--- src/rtl/seg7_scan_counter.sv ---
// Hex up/down counter with a prescaled tick and a multiplexed 7-segment scan.
// Optional build macro LZ_BLANK_EN blanks leading-zero digits.
module seg7_scan_counter #(
  parameter int TICK_DIV = 10000000,
  parameter int SCAN_DIV = 1000,
  parameter int DIGITS   = 4
) (
  input  logic                clk,
  input  logic                rst_n,
  input  logic                run,
  input  logic                up,
  input  logic                clr,
  output logic [4*DIGITS-1:0] value,
  output logic [6:0]          seg,
  output logic [DIGITS-1:0]   dig_sel,
  output logic                tick,
  output logic                wrap
);

  localparam int PW = (TICK_DIV > 1) ? $clog2(TICK_DIV) : 1;
  localparam int SW = (SCAN_DIV > 1) ? $clog2(SCAN_DIV) : 1;
  localparam int VW = 4 * DIGITS;

  localparam logic [PW-1:0] PRE_MAX  = PW'(TICK_DIV - 1);
  localparam logic [SW-1:0] SCAN_MAX = SW'(SCAN_DIV - 1);
  localparam logic [1:0]    IDX_MAX  = 2'(DIGITS - 1);

  logic [PW-1:0] r_pre;
  logic [SW-1:0] r_scan;
  logic [1:0]    r_idx;
  logic [VW-1:0] r_value;
  logic          r_tick;
  logic          r_wrap;

  logic          w_event;
  logic          w_wrap;
  logic [VW-1:0] w_next;
  logic [3:0]    w_nib;
  logic [6:0]    w_seg;

  function automatic logic [6:0] hex7(input logic [3:0] n);
    logic [6:0] s;
    unique case (n)
      4'h0: s = 7'h3F;
      4'h1: s = 7'h06;
      4'h2: s = 7'h5B;
      4'h3: s = 7'h4F;
      4'h4: s = 7'h66;
      4'h5: s = 7'h6D;
      4'h6: s = 7'h7D;
      4'h7: s = 7'h07;
      4'h8: s = 7'h7F;
      4'h9: s = 7'h6F;
      4'hA: s = 7'h77;
      4'hB: s = 7'h7C;
      4'hC: s = 7'h39;
      4'hD: s = 7'h5E;
      4'hE: s = 7'h79;
      4'hF: s = 7'h71;
    endcase
    return s;
  endfunction

  assign w_event = run && (r_pre == PRE_MAX);
  assign w_next  = up ? r_value + VW'(1)
                      : r_value - VW'(1);
  assign w_wrap  = up ? (r_value == '1)
                      : (r_value == '0);

  always_ff @(posedge clk or negedge rst_n) begin
    if (!rst_n) begin
      r_pre   <= '0;
      r_value <= '0;
      r_tick  <= 1'b0;
      r_wrap  <= 1'b0;
    end else if (clr) begin
      r_pre   <= '0;
      r_value <= '0;
      r_tick  <= 1'b0;
      r_wrap  <= 1'b0;
    end else begin
      r_tick <= w_event;
      r_wrap <= w_event && w_wrap;
      if (run)
        r_pre <= w_event ? '0 : r_pre + PW'(1);
      if (w_event)
        r_value <= w_next;
    end
  end

  // Scan runs free of run/clr so the display never stalls.
  always_ff @(posedge clk or negedge rst_n) begin
    if (!rst_n) begin
      r_scan <= '0;
      r_idx  <= '0;
    end else if (r_scan == SCAN_MAX) begin
      r_scan <= '0;
      r_idx  <= (r_idx == IDX_MAX) ? 2'd0
                                   : r_idx + 2'd1;
    end else begin
      r_scan <= r_scan + SW'(1);
    end
  end

  always_comb begin
    w_nib = 4'h0;
    for (int i = 0; i < DIGITS; i++)
      if (r_idx == 2'(i))
        w_nib = r_value[4*i +: 4];
  end

  assign w_seg = hex7(w_nib);

`ifdef LZ_BLANK_EN
  logic w_blank;

  always_comb begin
    w_blank = (r_idx != 2'd0);
    for (int i = 0; i < DIGITS; i++)
      if ((2'(i) >= r_idx) && (r_value[4*i +: 4] != 4'h0))
        w_blank = 1'b0;
  end

  assign seg = w_blank ? 7'h00 : w_seg;
`else
  assign seg = w_seg;
`endif

  assign dig_sel = DIGITS'(1) << r_idx;
  assign value   = r_value;
  assign tick    = r_tick;
  assign wrap    = r_wrap;

endmodule
--- config.mk ---
export PLATFORM = sky130hd
export DESIGN_NAME = seg7_scan_counter
export DESIGN_NICKNAME = d
export VERILOG_FILES = /design/src/rtl/seg7_scan_counter.sv
export SDC_FILE = /design/constraint.sdc
export NUM_CORES = 1
export LEC_CHECK = 0
export CORE_MARGIN = 10
export CORE_UTILIZATION = 40
export DETAILED_ROUTE_END_ITERATION = 7
export GPL_ROUTABILITY_DRIVEN = 1
export GPL_TIMING_DRIVEN = 0
export PLACE_DENSITY_LB_ADDON = 0.3
export SYNTH_ARGS = -nofsm -noshare
export SYNTH_HDL_FRONTEND = slang
export SYNTH_SLANG_ARGS = --single-unit
--- constraint.sdc ---
create_clock -name clk -period 3 [get_ports clk]
set_input_delay 0.3 -clock clk [delete_from_list [all_inputs] [get_ports clk]]
set_output_delay 0.3 -clock clk [all_outputs]
set_load 0.1 [all_outputs]
; ---- Word-level counts from Yosys, hierarchy flattened
; Memories as Yosys holds them, arrays and structs flattened.
; Cells that the tools add are included.
; Widths: inputs -> output; s select.
[word_totals]
mem_bits_ro = 112
memories = 1
out_inout_bits = 29
word_cells = 40
ff_bits = 54
in_bits = 5
[memory_table]
columns = memory, depth, width, rd, rd_ports_with_merged_regs, wr, line_no
row1 = (no name shown), 16, 7, 1, 0, 0, 43  ; unique case (n)
[op_classes]
reduce_logical = 6
mux = 15
addsub = 5
shift = 1
eq_ne = 6
[op_table]
columns = cell, count
row1 = $mux 24, 3
row2 = $mux 16, 3
row3 = $add 24x1->24 const B, 1
row4 = $eq 24x24->1 const B, 1
row5 = $add 16x1->16 const B, 1
row6 = $eq 16x16->1 const B, 1
row7 = $logic_not 16->1, 1
row8 = $mux 4, 4
row9 = $sub 16x1->16 const B, 1
row10 = $add 10x1->10 const B, 1
row11 = $eq 10x10->1 const B, 1
row12 = $mux 10, 1
row13 = $eq 2x2->1 const B, 2
row14 = $reduce_bool 2->1, 2
row15 = $shl 1x2->4 const A, 1
row16 = $mux 1, 3
row17 = $add 2x1->2 const B, 1
row18 = $eq 2x1->1 const B, 1
row19 = $logic_and 1x1->1, 2
row20 = $logic_not 2->1, 1
row21 = $mux 2, 1

; ---- Logic depth before layout (Yosys ltp)
; Gate-level depths: netlist of run 1.
; An unclocked memory read counts as a cell.
[depth]
ltp_word = 6
mapped_depth = 12

; ---- Least setup slack after synthesis of run 1
; No wires, ideal clock.
[synth_path]
kind = reg-to-output
start = reg r_idx[0]
end = out seg[4]
path_stages_with_launch = 13
arrival_time_ns = 4.228
slack_ns = -1.528
path_buffers = 1
required_ns = 2.700
cell_sequence = dfrtp_1 -> inv_1 -> ha_1 -> clkbuf_1 -> a21oi_1 -> a21oi_1 -> nor2_1 -> a21oi_1 -> inv_1 -> ha_1 -> inv_1 -> mux2i_1 -> a22oi_1
[synth_between]
elab_chain_len = 6
word_cells_on_any_way = 9
cone_classes = 3 x eq/ne / 4 x mux / 1 x reduce/logical / 1 x memory
[synth_rtl]
columns = item, line_no
row1 = start: declaration, 30  ; logic [1:0] r_idx;
row2 = start signal: assignment, 98  ; r_idx <= (r_idx == IDX_MAX) ? 2'd0
row3 = $logic_not 2->1, 108  ; if (r_idx == 2'(i))
row4 = $mux 4 (3 in series), 108
row5 = $mux 4 *, 108
row6 = $mem_v2 16x7 *, --
row7 = end: declaration, 14  ; output logic [6:0] seg,
; Every way passes the cells marked *; elsewhere a longest branch is shown, timed or not.

; ---- Final worst setup path of run 1
[layout_path]
start = reg r_idx[1]
end = out seg[3]
; The elaborated chain is that of the path after synthesis.

==> out/qor.csv, run 1 <==
metric;value;unit
outcome;complete, but fails checks;
violated checks;setup timing;
Die X-Extent;115;µm
Sink Count;54;
Worst-path clk slew;0.09;ns
Root Driver;clkbuf_8;
H-tree Lvls;2;
antenna violations before repair;0;
sequential share of the synthesized area;37.2;%
nets;487;
CTS Buf Count;5;
Die Y-Extent;115;µm
RSZ-0062 raised after global routing;true;
critical path, cell by cell;inv_4 -> ha_4 -> nand3b_1 -> a21oi_2 -> a21oi_2 -> nor2_2 -> a21oi_4 -> inv_2 -> ha_4 -> inv_2 -> mux4_2 -> clkinvlp_4 -> buf_12;
most common cell after layout, fill and taps aside;nor2_1;
Critical Path Max Stage Delay;0.47;ns
reg2reg setup slack;0.55;ns
Cell Count Post-Placement;541;
worst hold path class;input pin to flop;
first-pass GRT wire length;14.4;mm
worst vdd ir;0.178;mV
Vias;3076;
final setup fails;1;
crit path launch type;flop;
DRT iter0 DRCs;169;
Finished Layout Cells;563;
layout cells sized above 1;17.4;%
Tcrit/Tclk final;101;%
Synth area leaders;dfrtp_1 (37%), ha_1 (9.3%), xor2_1 (6.3%);
grt total ovfl;0;
Worst Setup SP;r_idx[1]$_DFFE_PN0N_;
Async SR Flop Fraction;100;%
Slew HR;33.0;%
Post-Syn Area;3630;µm²
DRC violations left;0;
Reg2Reg Launch Point;value[0]$_DFFE_PN0P_;
count of input and output buffers;32;
effective utilization at floorplan;41.5;%
placed inst area;4230;µm²
crit path kind;flop to output pin;
syn nets;433;
Antenna diodes;0;
largest area contributor in the netlist;dfrtp_1;
deepest clock path buffer count;2;
Area growth, synth to finish;24.7;%
Netlist cell types;56;
post-route ant nets;0;
DP HPWL;6.37;mm
first drt pass iteration count;5;
CTS tree;done;
mean post-synth cell area;9.08;µm²
Syn Inst Count;400;
Synth top area share;37.2;%
die area;13300;µm²
vias in the first global route;3009;
critical path arrival;2.74;ns
Max Cap Viol;0;
total power;1310;µW
IO Pins;34;
CORE AREA;8760;µm²
CP max stage cell;dfrtp_2;
Crit. End Element;output pin;
Pwr Density;288;nW/µm²
clk_skew;0.00265;ns
YS warnings;0;
Worst EP required;2.70;ns
Vias/cell;5.46;
r2r endpoint;value[12]$_DFFE_PN0P_;
ys flop type;dfrtp_1;
Skew-Pair Late Insertion Delay;0.30;ns
Fmax;0.329;GHz
GRT Overall Usage;13.0;%
worst setup path end;seg[3];
Max FO, Critical Path;6;
Worst R2R Path Depth;8;
worst hold slack;0.307;ns
Final Hold Viols;0;
measured slew at the worst slew-check pin;1.00;ns
EDFF count, synth;0;
Leak;0.00196;µW
commonest cells after routing, fill and taps aside;nor2_1 (54), dfrtp_1 (51), nand2_1 (32);
pin count of the biggest net entering global routing;30;
drt wl/cell;15.1;µm
Final Critical Period;3.04;ns
GPL Wtd Cong;0.891;
Pins Over Slew Limit;0;
setup TNS;-0.0428;ns
DRT Wirelength;8.52;mm
design area;4530;µm²
final setup margin;-0.0428;ns
synthesized flop and latch total;54;
# rows;34;
[power breakdown]
part | switching (µW) | leakage [µW] | total, µW | internal [µW]
combinational | 56.1 | 0.00117 | 90.3 | 34.2
sequential | 2.23 | 0.000734 | 731 | 729
clock | 236 | 0.0000504 | 484 | 248
[metrics by stage]
stage               util (%)  worst slack, ns
floorplan                  -           -0.192
global placement        48.1           -0.893
detailed placement      48.3           -0.946
global route            51.7           -0.177
finish                  51.7          -0.0428
CTS                     50.0          -0.0981
[synth_stat cells (7+ instances only)]
master / count
nand3_1: 15
xnor2_1: 15
nand2_1: 32
inv_1: 11
ha_1: 27
xor2_1: 26
dfrtp_1: 54
nor2_1: 55
mux2i_1: 7
a21oi_1: 29
o21ai_0: 17
nand4_1: 10
[routing by layer]
metal	wire (µm)	global-route usage (%)	vias to the layer above
li1	-	-	1525
met1	3860	17.3	1481
met2	4130	20.8	59
met3	367	2.40	11
met4	160	4.04	0
met5	0	0	-
[worst min-delay path by stage]
stage	startpoint	to	slack, ns	depth (start not counted)
6_report	run	r_pre[0]$_DFFE_PN0P_	0.31	3
5_1_grt	run	r_pre[0]$_DFFE_PN0P_	0.31	3
4_1_cts	run	r_pre[0]$_DFFE_PN0P_	0.30	3
3_5_place_dp	rst_n	r_pre[6]$_DFFE_PN0P_	0.34	1
3_3_place_gp	r_scan[0]$_DFF_PN0_	r_scan[0]$_DFF_PN0_	0.44	1
2_1_floorplan	rst_n	r_idx[0]$_DFFE_PN0N_	0.004	0
[cells by family after synthesis]
logic type | count (synthesis) | share of synthesized area [%]
AOI/OAI and AO/OA | 82 | 14.3
xor gates and xnor gates | 41 | 9.88
adders and majority gates | 28 | 9.85
buffers and inverters | 25 | 3.24
DFF | 54 | 37.2
muxes | 8 | 2.55
and+or+nand+nor | 162 | 23.0
[state kept, by name (all words and copies together), names as in the netlist]
register / count
value: 16
tick: 1
wrap: 1
r_scan: 10
r_pre: 24
r_idx: 2
[worst max-delay path: cells and delay by family, from the launching register on]
kind	cells	cell delay (ns)
AOI/OAI and AO/OA	3	0.36
adders and majority gates	2	0.43
buffers and inverters	5	0.50
DFF	1	0.47
muxes	1	0.47
and+or+nand+nor	2	0.21
[area by class of cell]
type	count	area, µm²
Multi-Input combinational cell	321	2310
Inverter	12	57.6
Tap cell	108	135
Clock buffer	5	68.8
Fill cell	814	4230
Sequential cell	54	1360
Buffer	12	81.3
Timing Repair Buffer	48	474
Clock inverter	3	45.0
[what timing repair did]
item | 4_1_cts | 5_1_grt
hold endpoints to repair | 3 | 0
pin swaps | 0 | 5
hold buffers | 1 | 0
setup buffers | 2 | 12
resized for setup | 47 | 18
setup endpoints to repair | 7 | 8
No activity file was read; power rests on OpenSTA's default activity.
==> run 2: changes to the inputs <==
--- a/config.mk
+++ b/config.mk
@@ -7,9 +7,11 @@
 export LEC_CHECK = 0
 export CORE_MARGIN = 10
 export CORE_UTILIZATION = 40
+export CTS_BUF_LIST = sky130_fd_sc_hd__clkbuf_8
 export DETAILED_ROUTE_END_ITERATION = 7
 export GPL_ROUTABILITY_DRIVEN = 1
 export GPL_TIMING_DRIVEN = 0
+export MAX_ROUTING_LAYER = met4
 export PLACE_DENSITY_LB_ADDON = 0.3
 export SYNTH_ARGS = -nofsm -noshare
 export SYNTH_HDL_FRONTEND = slang
==> out/qor.csv, run 2 (synthesized netlist as in run 1, its figures left out) <==
metric;value;unit
outcome;complete, but fails checks;
violated checks;setup timing;
critical path arrival;2.74;ns
DRT Wirelength;8.52;mm
Root Driver;clkbuf_8;
Final Hold Viols;0;
die area;13300;µm²
Critical Path Max Stage Delay;0.47;ns
effective utilization at floorplan;41.5;%
IO Pins;34;
vias in the first global route;3002;
layout cells sized above 1;17.2;%
final setup fails;1;
Area growth, synth to finish;24.5;%
pin count of the biggest net entering global routing;30;
placed inst area;4230;µm²
clk_skew;0.00419;ns
GRT Overall Usage;13.3;%
CORE AREA;8760;µm²
Die Y-Extent;115;µm
deepest clock path buffer count;2;
Pins Over Slew Limit;0;
post-route ant nets;0;
Worst-path clk slew;0.09;ns
# rows;34;
commonest cells after routing, fill and taps aside;nor2_1 (54), dfrtp_1 (51), nand2_1 (32);
DP HPWL;6.37;mm
most common cell after layout, fill and taps aside;nor2_1;
measured slew at the worst slew-check pin;0.997;ns
final core occ;51.6;%
Max Cap Viol;0;
Final Critical Period;3.04;ns
design area;4520;µm²
Vias;3101;
first drt pass iteration count;5;
DRT iter0 DRCs;155;
H-tree Lvls;2;
RSZ-0062 raised after global routing;true;
max reg flops;24;
internal power;1010;µW
Crit. End Element;output pin;
Fmax;0.329;GHz
Seq pwr share;56.2;%
setup TNS;-0.0374;ns
Biggest register;r_pre;
final setup margin;-0.0374;ns
register area;1360;µm²
Tcrit/Tclk final;101;%
Die X-Extent;115;µm
worst hold path class;input pin to flop;
grt total ovfl;0;
drt wl/cell;15.2;µm
crit path kind;flop to output pin;
Skew-Pair Late Insertion Delay;0.30;ns
Leak;0.00195;µW
Antenna diodes;0;
Sink Count;54;
count of input and output buffers;32;
Worst EP required;2.70;ns
Pwr Density;288;nW/µm²
Max FO, Critical Path;6;
fillers;814;
multi-input logic area;2310;µm²
CTS tree;done;
CTS Buf Count;5;
Combinational Power Share;6.8;%
Vias/cell;5.52;
clock share of power;37.0;%
crit path launch type;flop;
antenna violations before repair;0;
Slew HR;33.3;%
worst vdd ir;0.178;mV
first-pass GRT wire length;14.4;mm
Sw Share;22.3;%
CP max stage cell;dfrtp_2;
critical path, cell by cell;inv_4 -> ha_4 -> nand3b_1 -> a21oi_2 -> a21oi_2 -> nor2_2 -> a21oi_4 -> inv_2 -> ha_4 -> inv_2 -> mux4_2 -> clkinvlp_4 -> buf_12;
DRC violations left;0;
nets;486;
P_sw;291;µW
GPL Wtd Cong;0.906;
run 2: cell count changes in the layout (fill, tap and decap cells not counted), sizes merged:
cell / before / now
buf: 29 / 27
clkbuf: 10 / 11
run 2: critical path: cells and delay by family (launching register included):
kind	cells	cell delay, ns
flip-flops	1	0.47
AO/OA/AOI/OAI	3	0.36
buffers and inverters	5	0.50
AND/OR/NAND/NOR	2	0.21
multiplexers	1	0.47
adder cells (fa/ha/maj)	2	0.43
run 2: stage by stage:
| step | instances | total power (µW) | worst slack [ns] | hold slack, ns |
|---|---|---|---|---|
| 6_report | 562 | 1300 | -0.0374 | 0.306 |
| 5_1_grt | 562 | 1360 | -0.171 | 0.315 |
| 4_1_cts | 551 | 1320 | -0.0981 | 0.299 |
| 3_5_place_dp | 541 | 829 | -0.946 | 0.336 |
| 3_3_place_gp | 540 | 826 | -0.893 | 0.443 |
| 2_1_floorplan | 400 | 795 | -0.192 | 0.00441 |
run 2: layout make-up:
type / instances / share of cell area, %
multi-input cells: 321 / 51.1
clock inverters: 3 / 0.996
well taps: 108 / 2.99
flip-flops and latches: 54 / 30.0
inverters: 12 / 1.27
clock buffers: 5 / 1.52
repair buffers: 47 / 10.3
plain buffers: 12 / 1.80
run 2: final timing paths:
kind | from | to | slack, ns | depth (start not counted)
max | r_idx[1]$_DFFE_PN0N_ | seg[3] | -0.04 | 13
min | run | r_pre[0]$_DFFE_PN0P_ | 0.31 | 3
max reg2reg | value[0]$_DFFE_PN0P_ | value[12]$_DFFE_PN0P_ | 0.54 | 8
min reg2reg | r_scan[0]$_DFF_PN0_ | r_scan[0]$_DFF_PN0_ | 0.47 | 1
max in group asynchronous | rst_n | r_idx[0]$_DFFE_PN0N_ | 1.91 | 3
min in group asynchronous | rst_n | r_pre[6]$_DFFE_PN0P_ | 0.52 | 2
run 2: repair_timing:
item / in CTS / in global routing
hold buffers: 1 / 0
setup endpoints to repair: 7 / 8
gates resized for setup: 47 / 17
pin swaps: 0 / 5
setup buffers: 2 / 11
endpoints found under the hold margin: 3 / 0
run 2: power groups by stage:
stage | logic, µW | registers [µW] | clock network (µW)
global route | 101 | 732 | 528
global placement | 79.9 | 746 | 0
finish | 89.0 | 731 | 481
CTS | 84.7 | 731 | 502
floorplan | 49.7 | 745 | 0
detailed placement | 83.4 | 746 | 0
run 2: routing by layer:
metal	GRT usage [%]	routed length, µm
met3	1.98	391
met4	4.04	159
met5	-	0
met2	20.9	4130
met1	17.3	3840
==> run 3: changes to the inputs <==
--- a/config.mk
+++ b/config.mk
@@ -6,7 +6,7 @@
 export NUM_CORES = 1
 export LEC_CHECK = 0
 export CORE_MARGIN = 10
-export CORE_UTILIZATION = 40
+export CORE_UTILIZATION = 55
 export CTS_BUF_LIST = sky130_fd_sc_hd__clkbuf_8
 export DETAILED_ROUTE_END_ITERATION = 7
 export GPL_ROUTABILITY_DRIVEN = 1
==> out/qor.csv, run 3 (synthesized netlist as in run 1, its figures left out) <==
metric;value;unit
count of input and output buffers;32;
Slew HR;33.4;%
CTS tree;done;
post-route ant nets;0;
vias in the first global route;2886;
final setup margin;0.0280;ns
nets;484;
antenna violations before repair;0;
Skew-Pair Late Insertion Delay;0.31;ns
register area;1360;µm²
Vias/cell;5.76;
# rows;29;
clock share of power;33.1;%
critical path arrival;2.67;ns
Combinational Power Share;7.2;%
crit path kind;flop to output pin;
Area growth, synth to finish;22.8;%
Antenna diodes;0;
Sink Count;54;
commonest cells after routing, fill and taps aside;nor2_1 (53), dfrtp_1 (51), nand2_1 (32);
Post-Place Worst Slack;-0.914;ns
Final Critical Period;2.97;ns
worst vdd ir;0.413;mV
pin count of the biggest net entering global routing;32;
CORE AREA;6390;µm²
DRT Wirelength;8.00;mm
Worst EP required;2.70;ns
die area;10300;µm²
crit path launch type;flop;
Worst-path clk slew;0.09;ns
Seq pwr share;59.7;%
Fmax;0.336;GHz
Leak;0.00195;µW
Final Hold Viols;0;
H-tree Lvls;2;
Root Driver;clkbuf_8;
Vias;3045;
multi-input logic area;2320;µm²
IO Pins;34;
deepest clock path buffer count;2;
Die Y-Extent;101;µm
first drt pass iteration count;4;
internal power;929;µW
final setup fails;0;
DRT iter0 DRCs;155;
Pwr Density;275;nW/µm²
DRC violations left;0;
Finished Layout Cells;529;
Sw Share;24.2;%
clk_skew;0.00427;ns
worst hold path class;input pin to flop;
max reg flops;24;
CTS Buf Count;5;
most common cell after layout, fill and taps aside;nor2_1;
Pins Over Slew Limit;0;
Tcrit/Tclk final;99.1;%
GRT Overall Usage;15.8;%
grt total ovfl;0;
Crit. End Element;output pin;
effective utilization at floorplan;56.9;%
total power;1220;µW
drt wl/cell;15.1;µm
P_sw;296;µW
layout cells sized above 1;16.8;%
Max Cap Viol;0;
outcome;complete, no violations;
Max FO, Critical Path;6;
DP HPWL;5.94;mm
measured slew at the worst slew-check pin;0.995;ns
GPL Wtd Cong;0.920;
Biggest register;r_pre;
fillers;493;
Die X-Extent;101;µm
Cell Count Post-Placement;510;
RSZ-0062 raised after global routing;true;
first-pass GRT wire length;13.2;mm
-- run 3: path summary, 6_finish.rpt --
check,from,end,slack [ns],cells past startpoint
max,r_idx[1]$_DFFE_PN0N_,seg[3],0.03,13
min reg2reg,r_scan[0]$_DFF_PN0_,r_scan[0]$_DFF_PN0_,0.46,1
min,run,r_pre[1]$_DFFE_PN0P_,0.32,3
min in group asynchronous,rst_n,r_pre[8]$_DFFE_PN0P_,0.50,2
max reg2reg,value[0]$_DFFE_PN0P_,value[12]$_DFFE_PN0P_,0.60,8
max in group asynchronous,rst_n,r_idx[0]$_DFFE_PN0N_,1.95,3
-- run 3: layout make-up --
| class | count | area share [%] |
|---|---|---|
| plain buffers | 12 | 1.94 |
| clock inverters | 3 | 0.533 |
| multi-input cells | 321 | 51.9 |
| well taps | 77 | 2.16 |
| repair inverters | 1 | 0.112 |
| flip-flops and latches | 54 | 30.4 |
| clock buffers | 5 | 1.54 |
| repair buffers | 44 | 10.1 |
| inverters | 12 | 1.29 |
-- run 3: repair_timing --
item,CTS,global route
endpoints found under the setup margin,7,8
pin swaps,1,3
gates resized for setup,48,17
buffers inserted,5,5
cloned,0,1
hold endpoints to repair,23,0
hold buffers,1,0
-- run 3: metrics by stage --
stage | TNS [ns] | hold slack, ns | area (µm²) | utilization [%]
floorplan | -0.527 | 0.00441 | 3760 | -
global placement | -4.14 | 0.450 | 4180 | 65.4
detailed placement | -4.25 | 0.312 | 4190 | 65.7
CTS | -0.0182 | 0.309 | 4350 | 68.1
global route | -0.0801 | 0.319 | 4460 | 69.8
finish | 0 | 0.316 | 4460 | 69.8
-- run 3: layer usage --
layer	vias up	global-route usage, %	part of all wire, %
met5	-	-	0
met4	0	4.61	0.85
met3	8	3.20	5.9
met2	80	24.9	48
met1	1435	20.0	45
li1	1522	-	-
-- run 3: critical path, cell delays in order (launching register included) --
cell	delay, ns
dfrtp_2	0.46
inv_4	0.09
ha_4	0.16
nand3b_1	0.11
a21oi_1	0.06
a21oi_1	0.17
nor2_2	0.07
a21oi_4	0.13
inv_2	0.09
ha_4	0.27
inv_1	0.03
mux4_2	0.47
clkinvlp_4	0.10
buf_12	0.16
-- run 3: power groups by stage --
stage                     logic [µW]  clock network, µW  registers, µW
after floorplan                 49.7                  0            745
after global placement          78.4                  0            746
after detailed placement        82.3                  0            746
after CTS                       83.7                421            731
after global routing            99.2                449            732
final                           88.4                405            731
